--- config.mk ---
export PLATFORM = sky130hd
export DESIGN_NAME = alu74181_nibble_seq_flat
export DESIGN_NICKNAME = d
export VERILOG_FILES = /design/src/rtl/alu74181_nibble_seq_if.sv /design/src/rtl/alu74181_nibble_seq.sv /design/src/flat_wrapper.sv
export SDC_FILE = /design/constraint.sdc
export NUM_CORES = 1
export LEC_CHECK = 0
export ABC_AREA = 0
export BUFFER_PORTS_ARGS = -buffer_cell sky130_fd_sc_hd__buf_2
export CORE_UTILIZATION = 48
export CTS_BUF_LIST = sky130_fd_sc_hd__clkbuf_8
export DETAILED_ROUTE_END_ITERATION = 12
export GPL_ROUTABILITY_DRIVEN = 1
export HOLD_SLACK_MARGIN = 0.1
export PLACE_DENSITY = 0.87
export SETUP_SLACK_MARGIN = 0.5
export SYNTH_ARGS = -nofsm -noshare
export SYNTH_HDL_FRONTEND = slang
export SYNTH_SLANG_ARGS = --single-unit
--- constraint.sdc ---
create_clock -name clock -period 1.9 [get_ports clock]
set_input_delay 0.57 -clock clock [delete_from_list [all_inputs] [get_ports clock]]
set_output_delay 0.57 -clock clock [all_outputs]
set_load 0.02 [all_outputs]
--- src/rtl/alu74181_nibble_seq_if.sv ---
// alu74181_nibble_seq_if: request/response handshake bundle for the nibble sequencer
interface alu74181_nibble_seq_if #(
   parameter int NIBBLES = 4
);
   localparam int W = 4 * NIBBLES;
   logic         req_valid;
   logic         req_ready;
   logic [W-1:0] req_a;
   logic [W-1:0] req_b;
   logic [3:0]   req_s;
   logic         req_m;
   logic         req_cn;
   logic         abort;
   logic         rsp_valid;
   logic         rsp_ready;
   logic [W-1:0] rsp_f;
   logic         rsp_cn4;
   logic         rsp_aeqb;
   modport master (
      output req_valid, req_a, req_b, req_s, req_m, req_cn, abort, rsp_ready,
      input  req_ready, rsp_valid, rsp_f, rsp_cn4, rsp_aeqb
   );
   modport slave (
      input  req_valid, req_a, req_b, req_s, req_m, req_cn, abort, rsp_ready,
      output req_ready, rsp_valid, rsp_f, rsp_cn4, rsp_aeqb
   );
endinterface

--- src/rtl/alu74181_nibble_seq.sv ---
// alu74181_nibble_seq: drives one 74181 slice nibble by nibble to form a wide ALU
module alu74181_nibble_seq #(
   parameter int NIBBLES = 4
) (
   input  logic                        clock,
   input  logic                        resetb,
   alu74181_nibble_seq_if.slave        bus,
   output logic [3:0]                  alu_a,
   output logic [3:0]                  alu_b,
   output logic [3:0]                  alu_s,
   output logic                        alu_m,
   output logic                        alu_cn,
   input  logic [3:0]                  alu_f,
   input  logic                        alu_cn4,
   input  logic                        alu_aeqb
);
   localparam int W = 4 * NIBBLES;
   localparam logic [2:0] LAST = 3'(NIBBLES - 1);
   typedef enum logic [1:0] {IDLE, RUN, DONE} state_t;
   state_t       state_q, state_d;
   logic [W-1:0] a_q, b_q, f_q;
   logic [3:0]   s_q;
   logic         m_q, cn_q, carry_q, aeqb_q;
   logic [2:0]   idx_q;
   logic         run, accept;
   assign run = state_q == RUN;
   assign accept = state_q == IDLE && bus.req_valid;
   assign bus.rsp_f = f_q;
   assign bus.rsp_cn4 = carry_q;
   assign bus.rsp_aeqb = aeqb_q;
   // state register
   always_ff @(posedge clock or negedge resetb)
      if (!resetb) state_q <= IDLE;
      else state_q <= state_d;
   // next state and handshake flags; abort only matters while running
   always_comb begin
      state_d = state_q == IDLE ? (bus.req_valid ? RUN : IDLE)
              : run ? (bus.abort ? IDLE : idx_q == LAST ? DONE : RUN)
              : state_q == DONE ? (bus.rsp_ready ? IDLE : DONE) : IDLE;
      bus.req_ready = state_q == IDLE;
      bus.rsp_valid = state_q == DONE;
   end
   // ALU drive: current nibble and chained carry in RUN, neutral values otherwise
   always_comb begin
      alu_a = run ? 4'(a_q >> {idx_q, 2'b00}) : 4'd0;
      alu_b = run ? 4'(b_q >> {idx_q, 2'b00}) : 4'd0;
      alu_s = run ? s_q : 4'd0;
      alu_m = run ? m_q : 1'b1;
      alu_cn = run ? (idx_q == 3'd0 ? cn_q : carry_q) : 1'b1;
   end
   // operand capture on accept, then per-nibble result, carry and A=B accumulation
   always_ff @(posedge clock or negedge resetb)
      if (!resetb) begin
         a_q <= '0;
         b_q <= '0;
         s_q <= '0;
         m_q <= 1'b1;
         cn_q <= 1'b1;
         idx_q <= '0;
         f_q <= '0;
         carry_q <= 1'b1;
         aeqb_q <= 1'b0;
      end else if (accept) begin
         a_q <= bus.req_a;
         b_q <= bus.req_b;
         s_q <= bus.req_s;
         m_q <= bus.req_m;
         cn_q <= bus.req_cn;
         idx_q <= '0;
         f_q <= '0;
         aeqb_q <= 1'b1;
      end else if (run && !bus.abort) begin
         f_q <= f_q | (W'(alu_f) << {idx_q, 2'b00});
         carry_q <= alu_cn4;
         aeqb_q <= aeqb_q & alu_aeqb;
         idx_q <= idx_q + 3'd1;
      end
endmodule

--- src/flat_wrapper.sv ---
// flat-port wrapper written by rule: the top's interface ports become plain ports
module alu74181_nibble_seq_flat 
#(
   parameter int NIBBLES = 4
)
  (clock, resetb, alu_a, alu_b, alu_s, alu_m, alu_cn, alu_f, alu_cn4, alu_aeqb, bus_req_valid, bus_req_a, bus_req_b, bus_req_s, bus_req_m, bus_req_cn, bus_abort, bus_rsp_ready, bus_req_ready, bus_rsp_valid, bus_rsp_f, bus_rsp_cn4, bus_rsp_aeqb);
  alu74181_nibble_seq_if #(.NIBBLES(NIBBLES)) bus_i ();
  input  logic clock;
  input  logic resetb;
  output logic [3:0] alu_a;
  output logic [3:0] alu_b;
  output logic [3:0] alu_s;
  output logic alu_m;
  output logic alu_cn;
  input  logic [3:0] alu_f;
  input  logic alu_cn4;
  input  logic alu_aeqb;
  input wire logic [$bits(bus_i.req_valid)-1:0] bus_req_valid;
  input wire logic [$bits(bus_i.req_a)-1:0] bus_req_a;
  input wire logic [$bits(bus_i.req_b)-1:0] bus_req_b;
  input wire logic [$bits(bus_i.req_s)-1:0] bus_req_s;
  input wire logic [$bits(bus_i.req_m)-1:0] bus_req_m;
  input wire logic [$bits(bus_i.req_cn)-1:0] bus_req_cn;
  input wire logic [$bits(bus_i.abort)-1:0] bus_abort;
  input wire logic [$bits(bus_i.rsp_ready)-1:0] bus_rsp_ready;
  output wire logic [$bits(bus_i.req_ready)-1:0] bus_req_ready;
  output wire logic [$bits(bus_i.rsp_valid)-1:0] bus_rsp_valid;
  output wire logic [$bits(bus_i.rsp_f)-1:0] bus_rsp_f;
  output wire logic [$bits(bus_i.rsp_cn4)-1:0] bus_rsp_cn4;
  output wire logic [$bits(bus_i.rsp_aeqb)-1:0] bus_rsp_aeqb;
  assign bus_i.req_valid = bus_req_valid;
  assign bus_i.req_a = bus_req_a;
  assign bus_i.req_b = bus_req_b;
  assign bus_i.req_s = bus_req_s;
  assign bus_i.req_m = bus_req_m;
  assign bus_i.req_cn = bus_req_cn;
  assign bus_i.abort = bus_abort;
  assign bus_i.rsp_ready = bus_rsp_ready;
  assign bus_req_ready = bus_i.req_ready;
  assign bus_rsp_valid = bus_i.rsp_valid;
  assign bus_rsp_f = bus_i.rsp_f;
  assign bus_rsp_cn4 = bus_i.rsp_cn4;
  assign bus_rsp_aeqb = bus_i.rsp_aeqb;
  alu74181_nibble_seq #(.NIBBLES(NIBBLES)) u_core (.clock(clock), .resetb(resetb), .bus(bus_i), .alu_a(alu_a), .alu_b(alu_b), .alu_s(alu_s), .alu_m(alu_m), .alu_cn(alu_cn), .alu_f(alu_f), .alu_cn4(alu_cn4), .alu_aeqb(alu_aeqb));
endmodule
==> results list, run 1 <==
- Post-route worst setup slack: -0.387 ns
- At the end of the flow, the number of nets in the layout was 467.
- For the worst setup path, the data required time is 1.33 ns.
- Number of buffers created by CTS: 9
- In this run the count of I/O pins placed on the die edge is 83.
* Area leader, netlist: dfrtp_1
- The worst setup path is of the reg2out kind.
- The filler cells instantiated in the layout total 189.
- Kind of end point of the critical path: output port
* Worst slack after detailed placement: -0.0249 ns
* VDD IR max: 0.814 mV
- Final wirelength: between 10000 and 15000 um
- Crit path largest cell delay: 0.52 ns
- Yosys top cell area share: 53.9%
- Area occupied by registers: 0.00153 mm2
* Library cell contributing the largest single delay on the critical path: mux4_2
- Buffers from clock root to sink, at most: 2
- Logic pwr share: a little over half
- Max-slew violations: 0
- 1st-iter DRT viols: between 200 and 300
- In the synthesized netlist, the number of instances is ~260.
- Wire length per cell: 24.3 um
- Timing would allow up to 437 MHz.
- Clock network power share: 15.2%
- The checks that failed: setup timing.
- Remaining antenna violation count after routing: 0
- Most frequent standard cell in the layout excluding fill and tap cells: dfrtp_1
- Area post-placement: 0.00333 mm2
- Total number of vias: 2978
- CTS tree: yes
- The total area inside the core boundary comes to 0.00527 mm2.
- The analysis attributes to cell leakage a power of 0.00242 uW.
- After synthesis, the cell types taking the most area are dfrtp_1 54%, nand2_1 17%, mux4_2 6.7%.
* Internal Dissipation: 4420 uW
- Entering global routing, the biggest net connects 31 pins.
- CTS placed an instance of clkbuf_8 at the clock tree root.
* Unique masters post-synth: 27
- Antenna violations before repair: 0
- The hold violation total from the final report came to 0.
* Number of global-route vias before repair: around 2800
* Die X: slightly below 80 um
- Cells fill around 90% of the core in the end.
- Minimum period implied by the final worst setup slack: 2.29 ns
* Count of state elements after synthesis: 61
* Total number of clock tree sinks: 61
- Max Cap Viol: 0
- Effective utilization at floorplan: between 50% and 60%
- CTS built an H-tree with a depth of 3.
- Worst slew margin: around two thirds
* Worst-path cell chain: buf_6, mux4_2, nor2b_4, buf_6
* Weighted congestion reported at the end of routability-driven placement: 0.790
- Number of nets produced by synthesis: 316
- Final setup violating endpoints: 43
- In this run switching power makes up 38.9% of total power.
- Global routing finished with a remaining overflow of 0.
- The run finished, with violations left.
- Synthesis-to-finish area growth: 77.0%
- The Yosys step of the flow raised 0 warnings.
- For the pin with the worst max-slew slack, the measured transition is 0.510 ns.
- For this run, design rule violations remaining after detail routing come to 0.
* Critical path data arrival time: 1.72 ns
* Most frequent cells in the layout: 57 x dfrtp_1, 56 x nand2_2, 54 x nand2_1
- Dividing the detail-routed via count by the number of cells gives 6.09.
* Post-Synthesis Cell Area: between 0.002 and 0.003 mm2
- The cell that appears most often on the critical path is buf_6.
* Worst clock skew on the final layout: 0.0154 ns
* Post-route cell area: 0.00477 mm2
- STA classifies the critical path startpoint as a flip-flop.
- Core Rows: 26
- Count of buffers from port buffering: 82
* Area of combinational cells with multiple inputs: around 0.0016 mm2
- The tightest min-delay check is of the in2async type.
- Sequential area share after synthesis: 56.8%
- Clock latency reported for the late side of the worst-skew pair: 0.35 ns
- In the final layout, the share of cells above drive strength 1 is 66.8%.
- Leaving out filler cells and counting taps, the final layout contains 489.
- A synthesized cell averages 10.2 um2.
* Setup repair after global routing missed its margin: true
* Psw: 2820 uW
* FF-to-FF Start: u_core.state_q[1]
- In this run, flip-flops and latches consume 30.3% of the power.
- Global routing consumed, over all layers together, a little over a third of the routing resources.
- Number of cells in the design after placement: 415
- Cell Pwr Density: 1520 mW/mm2
- For this run, the detailed router's first-pass iteration total came to 5.
* Floorplan die area: 0.00592 mm2
- After legalization and detailed placement, the total HPWL measured 4300 um.
* Period utilisation layout: 120%
- Vertical die dimension: 76.9 um
* First-pass GRT wire length: 14900 um
- Worst setup path startpoint: u_core.idx_q[0]
- The repair_antennas step left the layout with diodes totalling 0.
- Post-CTS clock slew at the launch and capture registers of the worst setup and hold paths: 0.07 ns
* Worst Path Max Fanout: 6
## power groups by stage
stage / combinational (uW) / sequential (uW) / clock, uW
after floorplan: 1560 / 2150 / 0
after global placement: 2210 / 2050 / 0
after detailed placement: 2290 / 2070 / 0
after CTS: 3360 / 2090 / 1040
after global routing: 4090 / 2220 / 1150
final: 3940 / 2190 / 1100
## state kept, by name (all words and copies together), names as in the netlist
| register | count |
|---|---|
| u_core.a_q | 16 |
| u_core.b_q | 16 |
| u_core.bus.rsp_aeqb | 1 |
| u_core.bus.rsp_cn4 | 1 |
| u_core.bus.rsp_f | 16 |
| u_core.cn_q | 1 |
| u_core.idx_q | 3 |
| u_core.m_q | 1 |
| u_core.s_q | 4 |
| u_core.state_q | 2 |
## synth_stat cells
cell type / number
a21oi_1: 2
a22o_1: 17
and2_1: 4
and2b_1: 1
buf_2: 6
buf_4: 1
buf_6: 1
clkbuf_1: 6
dfrtp_1: 58
dfstp_2: 3
ha_1: 3
inv_1: 4
mux4_2: 8
nand2_1: 120
nand2b_1: 3
nand3_1: 1
nand4bb_1: 1
nor2_1: 2
nor2b_1: 9
nor3_1: 1
nor3_4: 1
nor3b_1: 3
nor4_4: 1
o21ai_0: 4
o31ai_1: 1
or3b_1: 2
or3b_2: 1
## worst max-delay path, delay by kind of cell, from the launching register on
family | cells | cell delay [ns]
flip-flops | 1 | 0.41
multiplexers | 1 | 0.52
AND/OR/NAND/NOR | 1 | 0.15
buffers and inverters | 2 | 0.30
## routing by layer
layer  global-route usage [%]  wire [um]
met5                        0          0
met4                     23.7        725
met3                     6.67       1040
met2                     57.8       6020
met1                     40.6       4080
## what timing repair did
item                                    in CTS  in global routing
gates cloned                                13                  1
endpoints found under the setup margin      91                 95
pin swaps                                   33                 39
gates resized for setup                    139                 61
buffers inserted                            30                 15
hold buffers                                 0                  0
## final timing paths
path / cells past startpoint / to / slack (ns)
max: 4 / alu_a[2] / -0.39
min: 1 / u_core.s_q[0] / 0.18
max reg2reg: 13 / u_core.s_q[2] / -0.09
min reg2reg: 2 / u_core.b_q[7] / 0.48
max in group asynchronous: 2 / u_core.a_q[5] / 1.13
min in group clock: 3 / u_core.b_q[11] / 0.42
## stage by stage
stage	hold WS (ns)	TNS (ns)	power, uW
after floorplan	0.274	0	3710
after global placement	0.444	0	4260
after detailed placement	0.450	-0.0405	4370
after CTS	0.197	-3.23	6490
after global routing	0.208	-6.30	7460
final	0.184	-4.73	7230
## cell type report
class | count | area share (%)
Sequential cell | 61 | 32.1
Clock inverter | 3 | 0.262
Tap cell | 70 | 1.84
Timing Repair Buffer | 147 | 29.1
Multi-Input combinational cell | 192 | 32.9
Inverter | 4 | 0.315
Clock buffer | 12 | 3.46
## logic make-up (layout without fill, tap and decap cells)
kind of cell / Yosys count / after routing / share of synthesized area (%)
AND/OR/NAND/NOR: 150 / 157 / 25.0
flip-flops: 61 / 61 / 56.8
adder cells (fa/ha/maj): 3 / 3 / 1.39
AO/OA/AOI/OAI: 24 / 24 / 6.92
multiplexers: 8 / 8 / 6.69
buffers and inverters: 18 / 166 / 3.20
Note: power is estimated with default switching activity, not from simulation.
==> run 2: changes to the inputs <==
ABC_AREA = 1   (was 0)
CORE_UTILIZATION = 49   (was 48)
PLACE_DENSITY = 0.86   (was 0.87)
==> results list, run 2 <==
- CTS placed an instance of clkbuf_8 at the clock tree root.
* CTS tree: yes
* Die X: 80.7 um (+4.9%)
- Worst min-delay path class: in2async
- Remaining antenna violation count after routing: 0 (unchanged)
- The clock latency of the later-clocked register in the worst-skew pair was 0.35 ns (about the same).
- Count of state elements after synthesis: 61 (unchanged)
- The flow ran to the end, but the final reports show violations.
* Number of global-route vias before repair: 2742 (-2.5%)
- Floorplan die area: 0.00651 mm2 (+10%)
* Area post-placement: 0.00367 mm2 (+10%)
- Effective utilization at floorplan: 50.9% (-0.19 points)
- Share of layout cells above drive strength 1: 65.7% (-1.2 points)
* Most frequent cells in the layout: 57 x nand2_4, 56 x dfrtp_1, 52 x o21ai_2
- The headroom to the max-slew limit was 62.3% (-3.7 points).
* First-pass iteration count of the detailed router: 5 (unchanged)
- Met1 layer usage reported by global route: 32.8% (-7.8 points)
- Type of element launching the critical path: flip-flop
- Sequential area share after synthesis: 50.5% (-6.4 points)
* Remaining DRCs: 0 (unchanged)
- The antenna diode count came to 0 (unchanged).
- The number of placement rows came to 28 (+7.7%).
- The number of port buffers was 82 (unchanged).
- The final cycle utilization of the critical path was 114% (-6.6 points).
- Pin count of the biggest net entering global routing: 55 (+77%)
- The total CTS buffers was 9 (unchanged).
- The total global routing overflow is 0 (unchanged).
- Accumulated negative setup slack: -1.69 ns (+3.03 ns)
- Total number of vias: 3211 (+7.8%)
- Minimum period implied by the final worst setup slack: 2.16 ns (-0.126 ns)
- The cell area after technology mapping was 0.00303 mm2 (+13%).
* Htree depth: 3 (unchanged)
* Most frequent standard cell in the layout excluding fill and tap cells: nand2_4
* Worst Path Max Fanout: 10 (+4)
* Post-CTS Hold Fix Bufs: 0 (unchanged)
- Among all flip-flop cells after synthesis, the most frequent one is dfrtp_1.
- The number of instances in the placed design was 496 (+20%).
- Total buffers and inverters traversed by the critical path: 2 (unchanged)
- Global routing's busiest layer: met2
- The required time of the critical path came to 1.33 ns (about the same).
- Async set-reset flop share out of synthesis: 100% (unchanged)
- Worst Tran Pin Value: 0.566 ns (+0.0562 ns)
- The number of sinks handled by clock tree synthesis is 61 (unchanged).
- Ports placed on the boundary: 83 (unchanged)
- Post-Route Utilization: 88.3% (-2.2 points)
- Synthesized area per cell: 8.74 um2 (-14%)
* Dominant cell by count in the synthesized netlist: nand2_1
- Synth Warn #: 0 (unchanged)
- Cells after synthesis: 347 (+31%)
- The final wirelength came to 12000 um (+1.2%).
* Max-slew violations: 0 (unchanged)
- Buffers from clock root to sink, at most: 2 (unchanged)
- The final setup skew came to 0.0101 ns (-0.00527 ns).
* Unique masters post-synth: 23 (-15%)
- Final Hold Violating Endpoints: 0 (unchanged)
- 1st-iter DRT viols: 316 (+24%)
- First-pass GRT wire length: 12900 um (-14%)
- Cell Pwr Density: 1560 mW/mm2 (+2.6%)
- The commonest cells after synthesis are 105 x nand2_1, 58 x dfrtp_1, 44 x inv_1.
* Setup repair after global routing missed its margin: true
- The maximum clock rate is 463 MHz (+5.8%).
- Of all cell types, the one taking the most synthesized area is dfrtp_1.
- Global-route usage over all layers: 26.9% (-7.8 points)
- Most common cell type on the critical path: buf_6
* Kind of cell adding the most delay to the critical path: flip-flops
- Area of the core: 0.00596 mm2 (+13%)
* Final setup violating endpoints: 14 (-67%)
- The area of the multi-input gates was 0.00198 mm2 (+26%).
- The area share of the largest cell type after synthesis was 47.9% (-6.0 points).
* Setup Crit Path Kind: reg2out
- The slowest stage of the critical path is the dfrtp_2 cell.
* Kind of end point of the critical path: output port
- Post-synth EDFFs: 0 (unchanged)
* VDD IR max: 1.08 mV (+33%)
- The final net count was 516 (+10%).
* Crit path largest cell delay: 0.48 ns (-0.04 ns)
- The clock input transition at the sequential cells of the worst setup and hold paths was 0.07 ns (about the same).
* Failing checks: setup timing
* Vertical die dimension: 80.7 um (+4.9%)
* Final non-filler cell total: 544 (+11%)
* Vias per Instance: 5.90 (-3.1%)
- The final instance area is 0.00526 mm2 (+10%).
- Synthesis-to-finish area growth: 73.4%
- Antenna violations before repair: 0 (unchanged)
- Number of nets produced by synthesis: 399 (+26%)
* HPWL Detailed: 4900 um (+14%)
- The critical path goes through buf_6, nand2_1, nand3_2, a21oi_4, buf_6.
* Post-route worst setup slack: -0.261 ns (+0.126 ns)
* Max Cap Viol: 0 (unchanged)
- The footprint of the flip-flops and latches is 0.00153 mm2 (about the same).
- The arrival time at the worst endpoint was 1.59 ns (-0.13 ns).
- The static leakage power was 0.00267 uW (+10%).
- The met3 track demand over resource is 6.25% (-0.42 points).
* Fill cell instance count of the final layout: 237 (+25%)
- Ranked by total cell area, the synthesized netlist is headed by dfrtp_1 48%, nand2_1 13%, o21ai_2 12%.
- Fraction of met2 tracks used by global routing: 43.8% (-14 points)
- The final estimated routing congestion in global placement is 0.840 (+6.4%).
- Wire length per cell: 22.1 um (-9.0%)
==> run 2: repair_timing <==
| item | CTS | global route |
|---|---|---|
| resized for setup | 160 | 110 |
| cloned | 0 | 13 |
| buffers inserted | 11 | 8 |
| setup endpoints to repair | 34 | 80 |
| pin swaps | 27 | 41 |
==> run 2: stage by stage <==
stage	hold slack [ns]	total power [uW]	worst slack, ns
finish	0.209	8190	-0.261
CTS	0.217	6890	-0.126
detailed placement	0.457	4910	0.201
global placement	0.450	4820	0.223
floorplan	0.274	4300	0.298
global route	0.253	8470	-0.262
==> run 2: layer usage <==
metal | part of all wire [%] | vias to the layer above
met3 | 6.9 | 71
met5 | 0 | -
met1 | 38 | 1560
met2 | 49 | 241
li1 | - | 1339
met4 | 6.0 | 0
==> run 2: path summary, 6_finish.rpt <==
kind	from	to	slack, ns	depth (start not counted)
worst max-delay path	u_core.idx_q[0]	alu_b[2]	-0.26	5
worst min register to register	u_core.cn_q	u_core.cn_q	0.50	2
min in group clock	bus_req_m	u_core.m_q	0.43	3
worst min-delay path	resetb	u_core.idx_q[2]	0.21	1
worst max register to register	u_core.idx_q[0]	u_core.state_q[1]	0.24	7
max in group asynchronous	resetb	u_core.bus.rsp_f[4]	1.11	2
==> run 2: power breakdown <==
part / total, uW / internal (uW) / switching (uW) / leakage [uW]
Combinational: 4950 / 2060 / 2890 / 0.00180
Clock: 1130 / 603 / 525 / 0.000109
Sequential: 2110 / 1780 / 329 / 0.000766
Total: 8190 / 4450 / 3740 / 0.00267
==> run 2: cells by family after synthesis <==
logic type / share of synthesized area [%]
buffers and inverters: 11.2
flip-flops: 50.5
AO/OA/AOI/OAI: 15.5
adder cells (fa/ha/maj): 1.24
AND/OR/NAND/NOR: 21.6
==> run 2: final cells by class <==
type | instances | area share [%]
repair buffers | 125 | 23.8
clock inverters | 3 | 0.214
repair inverters | 1 | 0.309
clock buffers | 13 | 3.40
flip-flops and latches | 61 | 29.1
multi-input cells | 220 | 37.6
inverters | 46 | 3.76
well taps | 75 | 1.78
==> run 3: changes to the inputs <==
CORE_UTILIZATION = 58   (was 49)
PLACE_DENSITY = 0.95   (was 0.86)
clock period = 2.57 ns   (was 1.9 ns; I/O delays follow)
==> results list, run 3 (same netlist as run 2, synthesis figures left out) <==
* Final Hold Violating Endpoints: 0 (unchanged)
* Count of buffers from port buffering: 82 (unchanged)
* Relative contribution of sequential cells to total power: 32.4% (+6.6 points)
- Routed met2 length: 4010 um (-32%)
* Top routing layer in use: met4
* Share of layout cells above drive strength 1: 41.1% (-25 points)
* Leakage Power: 0.00200 uW (-25%)
* Die X: 74.3 um (-7.9%)
- The clock period could shrink to 2.29 ns.
* Total number of clock tree sinks: 61 (unchanged)
- For this run, the top clock speed supported by timing is 437 MHz.
- Setup repair after global routing missed its margin: true
- Final setup violating endpoints: 0 (-14)
- Worst clock skew on the final layout: 0.00453 ns (-0.00557 ns)
- The setup path with the least slack is of type reg2out.
* Outcome: finished clean
- Area post-placement: 0.00343 mm2 (-6.5%)
- The worst setup path is captured at an output port.
- Cell Pwr Density: 1190 mW/mm2 (-24%)
- The final instance area came to 0.00386 mm2 (-27%).
- Remaining DRCs: 0 (unchanged)
- Wire length per cell: 16.1 um (-27%)
* Routed metal-1 wire length: 3270 um (-28%)
- The maximum number of pins on one net before global-route repair is 75 (+36%).
* Weighted congestion reported at the end of routability-driven placement: 0.853 (+1.5%)
- Worst min-delay path class: in2async
- The required time of the critical path came to 1.80 ns (+0.47 ns).
- Most frequent cells in the layout: 102 x nand2_1, 71 x buf_2, 55 x dfrtp_1
- The initial antenna violation count was 0 (unchanged).
- Sum of overflow across all layers after global routing: 0 (unchanged)
* Fraction of power spent switching nets: 43.2% (-2.5 points)
* Synthesis-to-finish area growth: 27.4%
- Leaving out fill and tap cells, the most frequent cell in the layout is nand2_1.
- Number of buffers created by CTS: 9 (unchanged)
- The die outline area was 0.00552 mm2 (-15%).
- The clock share of power is 17.2% (+3.4 points).
- The cell sitting at the root of the clock tree is a clkbuf_8.
* Final wirelength: 8120 um (-32%)
* Antenna diode instance count: 0 (unchanged)
* Period utilisation layout: 89.1%
- The number of H-tree levels came to 3 (unchanged).
- The clock latency of the later-clocked register in the worst-skew pair was 0.35 ns (about the same).
- The number of placement rows was 25 (-11%).
* CTS tree: yes
- The detailed-route vias per instance came to 5.51 (-6.7%).
* Worst Path Max Fanout: 28 (+18)
* Accumulated negative setup slack: 0 ns (+1.69 ns)
* Worst Tran Pin Value: 0.414 ns (-0.151 ns)
- The clock input transition at the sequential cells of the worst setup and hold paths came to 0.07 ns (about the same).
* Remaining antenna violation count after routing: 0 (unchanged)
- The total half-perimeter wirelength after legalization and detailed placement is 4690 um (-4.2%).
- The standard cell core area was 0.00488 mm2 (-18%).
* Vertical die dimension: 74.3 um (-7.9%)
* Logic pwr share: 50.4% (-10 points)
- Total number of vias: 2781 (-13%)
- Nets: 486 (-5.8%)
- The sum of met3 wire segment lengths after detailed routing is 641 um (-23%).
* Psw: 1990 uW (-47%)
- The count of hold-fix buffers inserted at cts came to 0 (unchanged).
- STA classifies the critical path startpoint as a flip-flop.
- Critical path data arrival time: 1.52 ns (-0.07 ns)
- The initial standard-cell utilization of the core came to 62.2% (+11 points).
* First-pass iteration count of the detailed router: 5 (unchanged)
* Buffers from clock root to sink, at most: 2 (unchanged)
- Number of global-route vias before repair: 2477 (-9.7%)
- The I/O pin count was 83 (unchanged).
- The number of violations reported at the end of detailed-routing iteration 0 was 302 (-4.4%).
- The number of violations of the max-capacitance limit came to 0 (unchanged).
- The final number of max-transition violations is 0 (unchanged).
* Depth of the worst register-to-register path: 7 (unchanged)
- Internal Dissipation: 2610 uW (-41%)
- Worst slew margin: 72.3% (+10 points)
- First-pass GRT wire length: 12000 um (-6.9%)
* VDD IR max: 0.728 mV (-33%)
- Global-route usage over all layers: 29.8% (+2.8 points)
## run 3: cell type report
cell class                      count  area (um2)
Clock buffer                       12         165
Fill cell                         302        1010
Multi-Input combinational cell    220        1240
Timing Repair Buffer               96         646
Tap cell                           67        83.8
Clock inverter                      3        12.5
Inverter                           46         183
Sequential cell                    61        1530
## run 3: worst paths after layout
path / end / startpoint / slack [ns]
max in group asynchronous: u_core.bus.rsp_cn4 / resetb / 1.85
worst min-delay path: u_core.a_q[13] / resetb / 0.42
worst max register to register: u_core.a_q[13] / u_core.state_q[1] / 0.87
worst max-delay path: alu_b[1] / u_core.idx_q[0] / 0.28
min in group clock: u_core.bus.rsp_aeqb / u_core.bus.rsp_aeqb / 0.47
worst min register to register: u_core.bus.rsp_aeqb / u_core.bus.rsp_aeqb / 0.47
## run 3: routing by layer
metal	global-route usage, %	vias up
li1	-	1279
met5	0	-
met4	13.8	0
met1	40.4	1319
met2	46.8	164
met3	5.56	19
## run 3: worst max-delay path, cell delays in order (launching register included)
cell and delay (ns):
dfrtp_2 0.45, buf_12 0.18, nand2_1 0.08, nand3_1 0.12, a21oi_2 0.20, buf_6 0.14
## run 3: repair_timing
item,in CTS,in global routing
pin swaps,2,4
buffers inserted,6,1
gates resized for setup,24,28
endpoints found under the setup margin,14,14
gates cloned,0,1
## run 3: stage by stage
stage | worst slack, ns | power (uW) | cells | utilization [%] | hold WS [ns]
after global routing | 0.212 | 4850 | 505 | 79.2 | 0.439
final | 0.280 | 4600 | 505 | 79.2 | 0.417
after global placement | 0.542 | 3250 | 482 | 70.3 | 0.455
after CTS | 0.354 | 4270 | 503 | 76.5 | 0.430
after detailed placement | 0.454 | 3340 | 482 | 70.3 | 0.454
after floorplan | 0.576 | 2870 | 347 | - | 0.444
## run 3: power groups by stage
stage	clock (uW)	sequential [uW]	combinational (uW)
CTS	784	1460	2020
global placement	0	1440	1810
global route	823	1520	2510
detailed placement	0	1470	1870
floorplan	0	1530	1340
finish	789	1490	2320
